<file path="config.mk">
export PLATFORM = sky130hd
export DESIGN_NAME = gpo_bank_ctrl
export DESIGN_NICKNAME = d
export VERILOG_FILES = /design/src/rtl/gpo_bank_pkg.sv /design/src/rtl/gpo_bank_ch.sv /design/src/rtl/gpo_bank_ctrl.sv
export SDC_FILE = /design/constraint.sdc
export NUM_CORES = 1
export LEC_CHECK = 0
export CAP_MARGIN = 20
export CELL_PAD_IN_SITES_DETAIL_PLACEMENT = 2
export CELL_PAD_IN_SITES_GLOBAL_PLACEMENT = 2
export CORE_ASPECT_RATIO = 1.25
export CORE_UTILIZATION = 35
export CTS_CLUSTER_SIZE = 14
export DETAILED_ROUTE_END_ITERATION = 10
export PLACE_DENSITY = 0.95
export SYNTH_ARGS = -nofsm -noshare
export SYNTH_HDL_FRONTEND = slang
export SYNTH_SLANG_ARGS = --single-unit
</file>
<file path="constraint.sdc">
create_clock -name CLK_I -period 2.6 [get_ports CLK_I]
set_input_delay 0.78 -clock CLK_I [delete_from_list [all_inputs] [get_ports CLK_I]]
set_output_delay 0.78 -clock CLK_I [all_outputs]
set_load 0.01 [all_outputs]
</file>
<file path="src/rtl/gpo_bank_pkg.sv">
// gpo_bank_pkg: shared types and helpers for the GPO pad bank.
// Channel state, pad mode encoding and settle counter sizing.
package gpo_bank_pkg;

  localparam int GPO_DS_W = 2;

  typedef enum logic [1:0] {
    IDLE  = 2'd0,
    ON    = 2'd1,
    BREAK = 2'd2
  } ch_state_t;

  typedef enum logic [1:0] {
    MODE_PP  = 2'b00,
    MODE_OD  = 2'b01,
    MODE_OS  = 2'b10,
    MODE_RSV = 2'b11
  } gpo_mode_t;

  // counter only has to reach settle-1
  function automatic int cnt_w(input int settle);
    return (settle <= 1) ? 1 : $clog2(settle);
  endfunction

endpackage

</file>
<file path="src/rtl/gpo_bank_ch.sv">
// gpo_bank_ch: one pad channel with break-before-make sequencing.
// Any drive/mode change while enabled tristates the pad for SETTLE_CYC.
module gpo_bank_ch
  import gpo_bank_pkg::*;
#(
  parameter int SETTLE_CYC = 4
) (
  input  logic                clk,
  input  logic                rst_n,
  input  logic                dout,
  input  logic                oe_req,
  input  logic [GPO_DS_W-1:0] ds_req,
  input  logic [1:0]          mode,
  input  logic                vbias_ok,
  output logic                pad_do,
  output logic                pad_oe,
  output logic                pad_odp,
  output logic                pad_odn,
  output logic [GPO_DS_W-1:0] pad_ds,
  output logic                busy
);

  localparam int CW = cnt_w(SETTLE_CYC);
  localparam logic [CW-1:0] LAST = CW'(SETTLE_CYC - 1);

  ch_state_t           state;
  gpo_mode_t           mode_q;
  gpo_mode_t           mode_in;
  logic [CW-1:0]       cnt;
  logic [GPO_DS_W-1:0] eff_ds;
  logic                changed;
  logic                reserved;

  assign mode_in  = gpo_mode_t'(mode);
  assign eff_ds   = vbias_ok ? ds_req : '0;
  assign reserved = (mode_in == MODE_RSV);
  // pad_ds/mode_q always hold what the pad currently sees
  assign changed  = (eff_ds != pad_ds) || (mode_in != mode_q);

  always_ff @(posedge clk or negedge rst_n) begin
    if (!rst_n) begin
      state   <= IDLE;
      mode_q  <= MODE_PP;
      cnt     <= '0;
      pad_do  <= 1'b0;
      pad_oe  <= 1'b0;
      pad_odp <= 1'b0;
      pad_odn <= 1'b0;
      pad_ds  <= '0;
      busy    <= 1'b0;
    end else begin
      pad_do  <= dout;
      pad_ds  <= eff_ds;
      mode_q  <= mode_in;
      pad_odp <= (mode_in == MODE_OD);
      pad_odn <= (mode_in == MODE_OS);
      unique case (state)
        IDLE: begin
          cnt  <= '0;
          busy <= 1'b0;
          if (oe_req && !reserved) begin
            state  <= ON;
            pad_oe <= 1'b1;
          end else begin
            pad_oe <= 1'b0;
          end
        end
        ON, BREAK: begin
          if (!oe_req || reserved) begin
            state  <= IDLE;
            pad_oe <= 1'b0;
            busy   <= 1'b0;
            cnt    <= '0;
          end else if (changed) begin
            state  <= BREAK;
            pad_oe <= 1'b0;
            busy   <= 1'b1;
            cnt    <= '0;
          end else if (state == ON) begin
            pad_oe <= 1'b1;
            busy   <= 1'b0;
          end else if (cnt == LAST) begin
            state  <= ON;
            pad_oe <= 1'b1;
            busy   <= 1'b0;
            cnt    <= '0;
          end else begin
            pad_oe <= 1'b0;
            busy   <= 1'b1;
            cnt    <= cnt + 1'b1;
          end
        end
        default: begin
          state  <= IDLE;
          pad_oe <= 1'b0;
          busy   <= 1'b0;
          cnt    <= '0;
        end
      endcase
    end
  end

endmodule

</file>
<file path="src/rtl/gpo_bank_ctrl.sv">
// gpo_bank_ctrl: bank of NCH GPO pad channels plus bank-wide SR/CO.
// Define GPO_BANK_BIASFLT_EN to add the sticky bias-fault flag.
module gpo_bank_ctrl
  import gpo_bank_pkg::*;
#(
  parameter int NCH        = 8,
  parameter int SETTLE_CYC = 4
) (
  input  logic                    CLK_I,
  input  logic                    RSTN_I,
  input  logic [NCH-1:0]          DO_I,
  input  logic [NCH-1:0]          OE_I,
  input  logic [GPO_DS_W*NCH-1:0] DS_REQ_I,
  input  logic [2*NCH-1:0]        MODE_I,
  input  logic                    SR_I,
  input  logic                    CO_I,
  input  logic                    VBIAS_OK_I,
`ifdef GPO_BANK_BIASFLT_EN
  input  logic                    FLT_CLR_I,
  output logic                    BIAS_FLT_O,
`endif
  output logic [NCH-1:0]          PAD_DO_O,
  output logic [NCH-1:0]          PAD_OE_O,
  output logic [NCH-1:0]          PAD_ODP_O,
  output logic [NCH-1:0]          PAD_ODN_O,
  output logic [GPO_DS_W*NCH-1:0] PAD_DS_O,
  output logic                    PAD_SR_O,
  output logic                    PAD_CO_O,
  output logic [NCH-1:0]          BUSY_O
);

  if (SETTLE_CYC < 1 || SETTLE_CYC > 255) begin : g_bad_settle
    $error("gpo_bank_ctrl: SETTLE_CYC must be 1..255");
  end
  if (NCH < 1 || NCH > 32) begin : g_bad_nch
    $error("gpo_bank_ctrl: NCH must be 1..32");
  end

  for (genvar i = 0; i < NCH; i++) begin : g_ch
    gpo_bank_ch #(
      .SETTLE_CYC(SETTLE_CYC)
    ) u_ch (
      .clk     (CLK_I),
      .rst_n   (RSTN_I),
      .dout    (DO_I[i]),
      .oe_req  (OE_I[i]),
      .ds_req  (DS_REQ_I[GPO_DS_W*i +: GPO_DS_W]),
      .mode    (MODE_I[2*i +: 2]),
      .vbias_ok(VBIAS_OK_I),
      .pad_do  (PAD_DO_O[i]),
      .pad_oe  (PAD_OE_O[i]),
      .pad_odp (PAD_ODP_O[i]),
      .pad_odn (PAD_ODN_O[i]),
      .pad_ds  (PAD_DS_O[GPO_DS_W*i +: GPO_DS_W]),
      .busy    (BUSY_O[i])
    );
  end

  always_ff @(posedge CLK_I or negedge RSTN_I) begin
    if (!RSTN_I) begin
      PAD_SR_O <= 1'b0;
      PAD_CO_O <= 1'b0;
    end else begin
      PAD_SR_O <= SR_I;
      PAD_CO_O <= CO_I;
    end
  end

`ifdef GPO_BANK_BIASFLT_EN
  logic flt_set;

  // a channel is out of IDLE exactly when it is driving or breaking
  always_comb begin
    flt_set = 1'b0;
    for (int i = 0; i < NCH; i++) begin
      if ((PAD_OE_O[i] || BUSY_O[i]) &&
          (DS_REQ_I[GPO_DS_W*i +: GPO_DS_W] != '0))
        flt_set = 1'b1;
    end
    flt_set = flt_set && !VBIAS_OK_I;
  end

  always_ff @(posedge CLK_I or negedge RSTN_I) begin
    if (!RSTN_I)
      BIAS_FLT_O <= 1'b0;
    else if (flt_set)
      BIAS_FLT_O <= 1'b1;
    else if (FLT_CLR_I)
      BIAS_FLT_O <= 1'b0;
  end
`endif

endmodule

</file>
==> results_dict.tcl, run 1 <==
set metrics [dict create \
    outcome "completed" \
    ctsHoldBuffers 0 \
    leakage_nw 3.069 \
    tns_ns 0 \
    drtAntennaViolNets 0 \
    drv_cap 0 \
    synth_top_area_share_pct 48.29 \
    powerDensity_nw_per_um2 799.2 \
    coreArea_sq_um 15140 \
    path_clk_slew_ns 0.07 \
    grt_pass1_wl_microns 25920 \
    fin_skew_ns 0.005123 \
    yosys_warnings 0 \
    finalHoldViolations 0 \
    grt.overflow.total 0 \
    worst_pin_slew_ns 0.4804 \
    drtIter0Drc 113 \
    avgSynthCellArea_sq_um 10.46 \
    mostFrequentLayoutCells "clkdlybuf4s50_1 (109), dfrtp_1 (106), nand2_1 (42)" \
    io_pins 111 \
    diodes 0 \
    areaGrowthSynthToFinish_pct 26.67 \
    ys.flop_type "dfrtp_1" \
    dp_hpwl_microns 12160 \
    vdd_ir_drop_max_mv 0.3474 \
    final_nets 711 \
    synth_area_leaders "dfrtp_1 (48%), ha_1 (8.4%), buf_4 (5.5%), nand2_1 (2.9%), nor2_1 (2.8%)" \
    fin_area_sq_um 6958 \
    clockBufferDepth 2 \
    avgViaCountPerCell 5.046 \
    clk_latency_ns 0.35 \
    final_common_cell "clkdlybuf4s50_1" \
    fin_crit_sh_pct 93.60 \
    post-route-min-period_ns 2.434 \
    place_area_sq_um 6678 \
    routed-via-count 4208 \
    grt_pass1_vias 5055 \
    clock.fmax_mhz 410.9 \
    cts.repair.resized 0 \
    syn_area_sq_um 5493 \
    hold_class "in2async" \
    antenna_found_initial 0 \
    synth-seq-cells 106 \
    drv_slew 0 \
    start_kind "primary input" \
    synth-edff-count 0 \
    routabilityCongestion 0.8326 \
    layout-drive-gt1-share_pct 7.827 \
    cts_tree "built" \
    cts_buffers 9 \
    cts_root_buffer "clkbuf_16" \
    synth_cell_types 58 \
    dp.cells 818 \
    cp.arrival_ns 2.66 \
    routedWlPerCell_microns 18.68 \
    yosys.area.top_type "dfrtp_1" \
    drc 0 \
    wl_microns 15580 \
    portBuffers 110 \
    grt_max_degree 53 \
    p_total_mw 5.561 \
    die_w_microns 114.1 \
    die_h_microns 142.1 \
    rows 50 \
    cp.required_ns 2.83 \
    cts_max_level 3 \
    cts_sinks 106 \
    final_cells 834 \
    die-area_sq_um 16200 \
    rsz0062_at_grt "false" \
    track_usage_pct 20.71 \
    start_util_pct 36.28 \
    path_class "in2reg" \
    endpoint_kind "register" \
    ys_seq_area_share_pct 48.29 \
    syn_nets 615 \
    post_cts_buffers 0 \
    setup_violations 0 \
    cp_max_fo 24 \
    relSlewSlack_pct 67.97 \
    dr.pass1.iters 4 \
    netlist_instances 525 \
    synthArstFlopShare_pct 100.0 \
]
-- metrics by stage --
step / utilization (%) / hold WS [ns] / setup slack, ns
floorplan: - / 0.4844 / 0.5722
global placement: 44.11 / 0.5028 / -0.02078
detailed placement: 44.11 / 0.5161 / -0.2035
CTS: 45.96 / 0.3942 / 0.1512
global route: 45.96 / 0.4077 / 0.06723
finish: 45.96 / 0.3856 / 0.1665
-- kinds of logic (layout without fill, tap and decap cells) --
| group | after synthesis | after routing | share of synthesized area, % |
|---|---|---|---|
| buf+inv | 68 | 169 | 7.859 |
| xor+xnor | 24 | 24 | 3.827 |
| compound gates | 106 | 106 | 13.53 |
| mux | 8 | 8 | 1.458 |
| flops | 106 | 106 | 48.29 |
| fa+ha+maj | 37 | 37 | 8.428 |
| simple gates | 176 | 176 | 16.61 |
-- report_power, final --
part           switching, mW  leakage (nW)  total [mW]  internal (mW)
clock                  0.591         0.138        1.34          0.746
sequential             0.178          1.35        2.07           1.89
combinational           1.18          1.58        2.15          0.966
total                   1.95          3.07        5.56           3.61
-- area by class of cell --
class,count,area [sq um]
multi-input combinational,351,2409
tap,208,260.3
clock inverter,3,40.04
inverter,24,90.09
timing repair buffer,129,1266
fill,1599,8182
clock buffer,13,240.2
sequential,106,2653
-- cell usage after synthesis (14+ instances only) --
| cell type | n |
|---|---|
| and2_1 | 20 |
| dfrtp_1 | 106 |
| nor2b_1 | 21 |
| nand2_1 | 42 |
| inv_1 | 24 |
| xor2_1 | 15 |
| a21oi_1 | 24 |
| nor2_1 | 41 |
| ha_1 | 37 |
| nor3_1 | 14 |
| o21ai_0 | 16 |
| buf_4 | 40 |
-- sequential cells by signal, indices dropped and copies added (netlist names), 8 cells and up --
signal and count:
g_ch.u_ch.busy 8, g_ch.u_ch.cnt 16, g_ch.u_ch.mode_q 16, g_ch.u_ch.pad_do 8
g_ch.u_ch.pad_ds 16, g_ch.u_ch.pad_odn 8, g_ch.u_ch.pad_odp 8, g_ch.u_ch.pad_oe 8
g_ch.u_ch.state 16
-- worst max-delay path: stages --
cell	delay, ns
clkdlybuf4s50_1	0.51
buf_12	0.18
and3_1	0.17
o211ai_1	0.13
or3_4	0.43
mux2i_1	0.13
o32ai_1	0.34
-- layer usage --
layer  track usage, %  vias to the layer above  wire [microns]
met5                0                        -               0
met4            8.612                        0             395
met3            3.365                       28             574
met2            39.71                      100            8590
met1            22.17                     2115            6018
li1                 -                     1965               -
-- path summary, 6_finish.rpt --
| check | depth (start not counted) | start | endpoint | slack, ns |
|---|---|---|---|---|
| hold reg to reg | 2 | g_ch[6].u_ch.cnt[1] | g_ch[6].u_ch.cnt[1] | 0.53 |
| min in group CLK_I | 2 | g_ch[6].u_ch.cnt[1] | g_ch[6].u_ch.cnt[1] | 0.53 |
| hold / removal | 1 | RSTN_I | g_ch[1].u_ch.mode_q[1] | 0.39 |
| setup / recovery | 7 | VBIAS_OK_I | g_ch[1].u_ch.state[0] | 0.17 |
| max in group asynchronous | 2 | RSTN_I | g_ch[6].u_ch.pad_ds[0] | 1.52 |
| setup reg to reg | 6 | g_ch[1].u_ch.state[0] | g_ch[1].u_ch.state[0] | 0.69 |
No activity file was read; power rests on OpenSTA's default activity.
==> run 2: changes to the inputs <==
Settings changed: CORE_MARGIN set to 1, CORE_UTILIZATION 35 to 30, PLACE_DENSITY 0.95 to 0.88, SLEW_MARGIN set to 40.
Clock period 2.6 ns to 2.1 ns, I/O delays scaled along.
==> results_dict.tcl, run 2 (synthesis gave the netlist of run 1 again) <==
set metrics [dict create \
    setup_violations 0 \
    grt_pass1_wl_microns 26190 \
    crit_buf_inv 1 \
    cp.arrival_ns 1.38 \
    cts_max_level 3 \
    drtIter0Drc 89 \
    relSlewSlack_pct 76.19 \
    start_kind "register" \
    clockBufferDepth 2 \
    critical_path.max_stage_delay_ns 0.61 \
    critical_path.top_delay_family "buffers and inverters" \
    areaGrowthSynthToFinish_pct 33.17 \
    vdd_ir_drop_max_mv 0.4289 \
    routedWlPerCell_microns 18.28 \
    routed-via-count 4373 \
    layout-drive-gt1-share_pct 13.66 \
    drc 0 \
    grt.overflow.total 0 \
    diodes 0 \
    cp_max_fo 4 \
    io_pins 111 \
    avgViaCountPerCell 4.952 \
    mostFrequentLayoutCells "dfrtp_1 (106), clkdlybuf4s50_1 (106), buf_4 (50)" \
    multi_input_area_sq_um 2427 \
    fillers 1897 \
    dp_slack_ns -0.5364 \
    rows 54 \
    path_clk_slew_ns 0.07 \
    wl_microns 16140 \
    drv_cap 0 \
    die_w_microns 123.0 \
    coreArea_sq_um 17700 \
    dp.cells 866 \
    leakage_nw 3.291 \
    grt_max_degree 57 \
    fin_skew_ns 0.007364 \
    cts_tree "built" \
    outcome "completed" \
    dr.pass1.iters 4 \
    worst_slack_ns 0.08709 \
    cp_cell_sequence "clkdlybuf4s50_1" \
    track_usage_pct 18.13 \
    cts_buffers 9 \
    final_nets 745 \
    ctsHoldBuffers 0 \
    path_class "reg2out" \
    powerDensity_nw_per_um2 973.6 \
    dp_hpwl_microns 12400 \
    clk_latency_ns 0.36 \
    clock.fmax_mhz 496.8 \
    post-route-min-period_ns 2.013 \
    portBuffers 110 \
    finalHoldViolations 0 \
    grt_pass1_vias 5130 \
    tns_ns 0 \
    routabilityCongestion 0.8545 \
    antenna_found_initial 0 \
    area.sequential_sq_um 2653 \
    endpoint_kind "output port" \
    drtAntennaViolNets 0 \
    die_h_microns 153.3 \
    cp_slowest_cell "clkdlybuf4s50_1" \
    worst_pin_slew_ns 0.3548 \
    start_util_pct 31.03 \
    final_cells 883 \
    cts_root_buffer "clkbuf_16" \
    cp.required_ns 1.47 \
    die-area_sq_um 18860 \
    drv_slew 0 \
    cts_sinks 106 \
    p_total_mw 7.121 \
    hold_class "in2async" \
    rsz0062_at_grt "false" \
    fin_crit_sh_pct 95.85 \
    r2r_slack_ns 0.30 \
]
==> run 2: changes by cell type in the layout (fill, tap and decap cells not counted), sizes merged <==
cell	before	now
buf	20	53
clkinv	2	1
clkdlybuf4s50	109	106
clkbuf	13	14
bufbuf	0	1
dlymetal6s2s	0	2
==> run 2: layout make-up <==
class                   count  share of cell area (%)
multi-input cells         351                   33.19
flip-flops and latches    106                   36.26
inverters                  24                   1.232
clock buffers              13                   3.695
well taps                 224                   3.832
repair buffers            163                   21.31
clock inverters             2                  0.4790
==> run 2: what timing repair did <==
action,4_1_cts,5_1_grt
pin swaps,1,3
cloned,1,0
endpoints found under the setup margin,11,8
setup buffers,0,1
resized for setup,1,8
==> run 2: worst paths after layout <==
path,from,endpoint,cells after the start
min in group CLK_I,g_ch[3].u_ch.state[1],g_ch[3].u_ch.state[1],1
min reg2reg,g_ch[3].u_ch.state[1],g_ch[3].u_ch.state[1],1
max,g_ch[6].u_ch.pad_ds[0],PAD_DS_O[12],1
min,RSTN_I,g_ch[3].u_ch.mode_q[1],1
max reg2reg,g_ch[0].u_ch.state[0],g_ch[0].u_ch.state[0],6
max in group asynchronous,RSTN_I,g_ch[2].u_ch.pad_ds[0],2
==> run 2: layer usage <==
metal / share of wire (%) / global-route usage, %
met1: 38 / 18.50
met2: 55 / 34.97
met3: 4.3 / 3.731
met4: 1.9 / 7.057
met5: 0 / 0
==> run 2: per-stage QoR <==
| step | hold slack (ns) | cell area [sq um] | util, % |
|---|---|---|---|
| 3_5_place_dp | 0.5097 | 6950 | 39.26 |
| 4_1_cts | 0.1144 | 7287 | 41.16 |
| 2_1_floorplan | 0.3344 | 5493 | - |
| 3_3_place_gp | 0.4965 | 6950 | 39.26 |
| 5_1_grt | 0.1162 | 7315 | 41.32 |
| 6_report | 0.1173 | 7315 | 41.32 |
==> run 2: power by group <==
| group | switching, mW | internal (mW) | total, mW |
|---|---|---|---|
| Sequential | 0.215 | 2.35 | 2.56 |
| Combinational | 1.48 | 1.30 | 2.78 |
| Clock | 0.766 | 1.02 | 1.78 |
==> run 3: changes to the inputs <==
==> constraint.sdc (replaced) <==
create_clock -name CLK_I -period 2.1 [get_ports CLK_I]
set_input_delay 0.42 -clock CLK_I [delete_from_list [all_inputs] [get_ports CLK_I]]
set_output_delay 0.42 -clock CLK_I [all_outputs]
set_load 0.01 [all_outputs]
==> results_dict.tcl, run 3 (synthesis gave the netlist of run 1 again) <==
set metrics [dict create \
    outcome "completed" \
    clk_latency_ns 0.36 \
    fin_skew_ns 0.009175 \
    switchingPower_mw 2.549 \
    post-route-min-period_ns 2.033 \
    areaGrowthSynthToFinish_pct 29.23 \
    worst_pin_slew_ns 0.5504 \
    final_nets 723 \
    routabilityCongestion 0.8464 \
    reg2regPathDepth 6 \
    pwr-share-seq_pct 36.9 \
    reg2reg_to "g_ch[1].u_ch.state[0]" \
    cts_max_level 3 \
    cp_cell_sequence "clkdlybuf4s50_1 > buf_12 > and3_1 > o211ai_1 > buf_4 > o32ai_2 > o21ba_1 > o22ai_1" \
    portBuffers 110 \
    cts_tree "built" \
    drtIter0Drc 125 \
    grt_max_degree 45 \
    worst_slack_ns 0.06702 \
    wl_microns 15470 \
    clock_power_share_pct 24.3 \
    dp_hpwl_microns 12240 \
    drc 0 \
    finalHoldViolations 0 \
    cts_buffers 9 \
    comb_power_share_pct 38.7 \
    leakage_nw 3.130 \
    endpoint_kind "register" \
    mostFrequentLayoutCells "clkdlybuf4s50_1 (109), dfrtp_1 (106), nand2_1 (42)" \
    start_util_pct 31.03 \
    cp_slowest_cell "clkdlybuf4s50_1" \
    powerDensity_nw_per_um2 977.4 \
    die_h_microns 153.3 \
    critical_path.top_delay_family "buffers and inverters" \
    rr_startpoint "g_ch[1].u_ch.state[0]" \
    grt_pass1_wl_microns 25200 \
    path_clk_slew_ns 0.08 \
    grt_pass1_vias 4970 \
    dp_slack_ns -0.3595 \
    drtAntennaViolNets 0 \
    die_w_microns 123.0 \
    sw_frac_of_total_pct 36.74 \
    final_common_cell "clkdlybuf4s50_1" \
    path_class "in2reg" \
    routedWlPerCell_microns 17.94 \
    diodes 0 \
    cp.arrival_ns 2.31 \
    fin_crit_sh_pct 96.81 \
    drv_cap 0 \
    fillers 1884 \
    cts.repair.resized 0 \
    cts_sinks 106 \
    io_pins 111 \
    coreArea_sq_um 17700 \
    crit_buf_inv 3 \
    intPower_mw 4.389 \
    cp.required_ns 2.37 \
    start_kind "primary input" \
    clock.fmax_mhz 491.9 \
    dr.pass1.iters 4 \
    rows 54 \
    die-area_sq_um 18860 \
    track_usage_pct 17.26 \
    post_cts_buffers 0 \
    avgViaCountPerCell 4.947 \
    r2r_slack_ns 0.27 \
    hold_class "in2async" \
    critical_path.max_stage_delay_ns 0.52 \
    clockBufferDepth 2 \
    relSlewSlack_pct 63.30 \
    antenna_found_initial 0 \
    vdd_ir_drop_max_mv 0.4028 \
    cp_max_fo 29 \
    tns_ns 0 \
    grt.overflow.total 0 \
    layout-drive-gt1-share_pct 10.82 \
    ctsHoldBuffers 0 \
    drv_slew 0 \
    routed-via-count 4264 \
    setup_violations 0 \
    cts_root_buffer "clkbuf_16" \
]
run 3: cell types whose count changed in the layout (fill, tap and decap cells not counted), moves of 3 or more:
cell / delta
buf_4: -20
o21ai_1: +3
clkdlybuf4s50_1: +3
o21ai_0: -3
clkbuf_8: -3
run 3: metal layers:
| layer | GRT usage [%] | wire [microns] |
|---|---|---|
| met1 | 18.42 | 5956 |
| met2 | 31.97 | 8340 |
| met3 | 3.918 | 784 |
| met4 | 7.057 | 386 |
| met5 | 0 | 0 |
run 3: final cells by class:
class | instances | area, sq um | share of cell area, %
tap | 224 | 280.3 | 3.949
clock inverter | 7 | 61.31 | 0.8637
multi-input combinational | 351 | 2432 | 34.27
inverter | 24 | 90.09 | 1.269
timing repair buffer | 141 | 1356 | 19.11
clock buffer | 9 | 225.2 | 3.173
sequential | 106 | 2653 | 37.37
run 3: power groups by stage:
| stage | Sequential [mW] | Combinational, mW | Clock, mW |
|---|---|---|---|
| CTS | 2.57 | 2.69 | 1.74 |
| global route | 2.61 | 2.99 | 1.81 |
| global placement | 2.57 | 2.41 | 0 |
| finish | 2.56 | 2.69 | 1.69 |
| detailed placement | 2.61 | 2.68 | 0 |
| floorplan | 2.54 | 1.77 | 0 |
run 3: stage by stage:
stage          cell area [sq um]  utilization [%]  hold slack (ns)  cells  total power [mW]
4_1_cts                     7074            39.96          0.06040    862             7.001
2_1_floorplan               5493                -           0.1244    525             4.316
5_1_grt                     7098            40.10          0.07753    862             7.410
3_5_place_dp                6788            38.34           0.4503    846             5.283
3_3_place_gp                6788            38.34           0.4357    846             4.980
6_report                    7098            40.10          0.05062    862             6.938
run 3: worst max-delay path by stage:
stage,start,endpoint,slack [ns],cells after the start
global placement,VBIAS_OK_I,g_ch[1].u_ch.state[0],-0.18,7
floorplan,VBIAS_OK_I,g_ch[1].u_ch.state[0],0.43,6
finish,VBIAS_OK_I,g_ch[1].u_ch.state[1],0.07,8
global route,VBIAS_OK_I,g_ch[1].u_ch.state[1],-0.05,8
detailed placement,VBIAS_OK_I,g_ch[3].u_ch.state[1],-0.36,8
CTS,VBIAS_OK_I,g_ch[3].u_ch.state[1],0.02,8
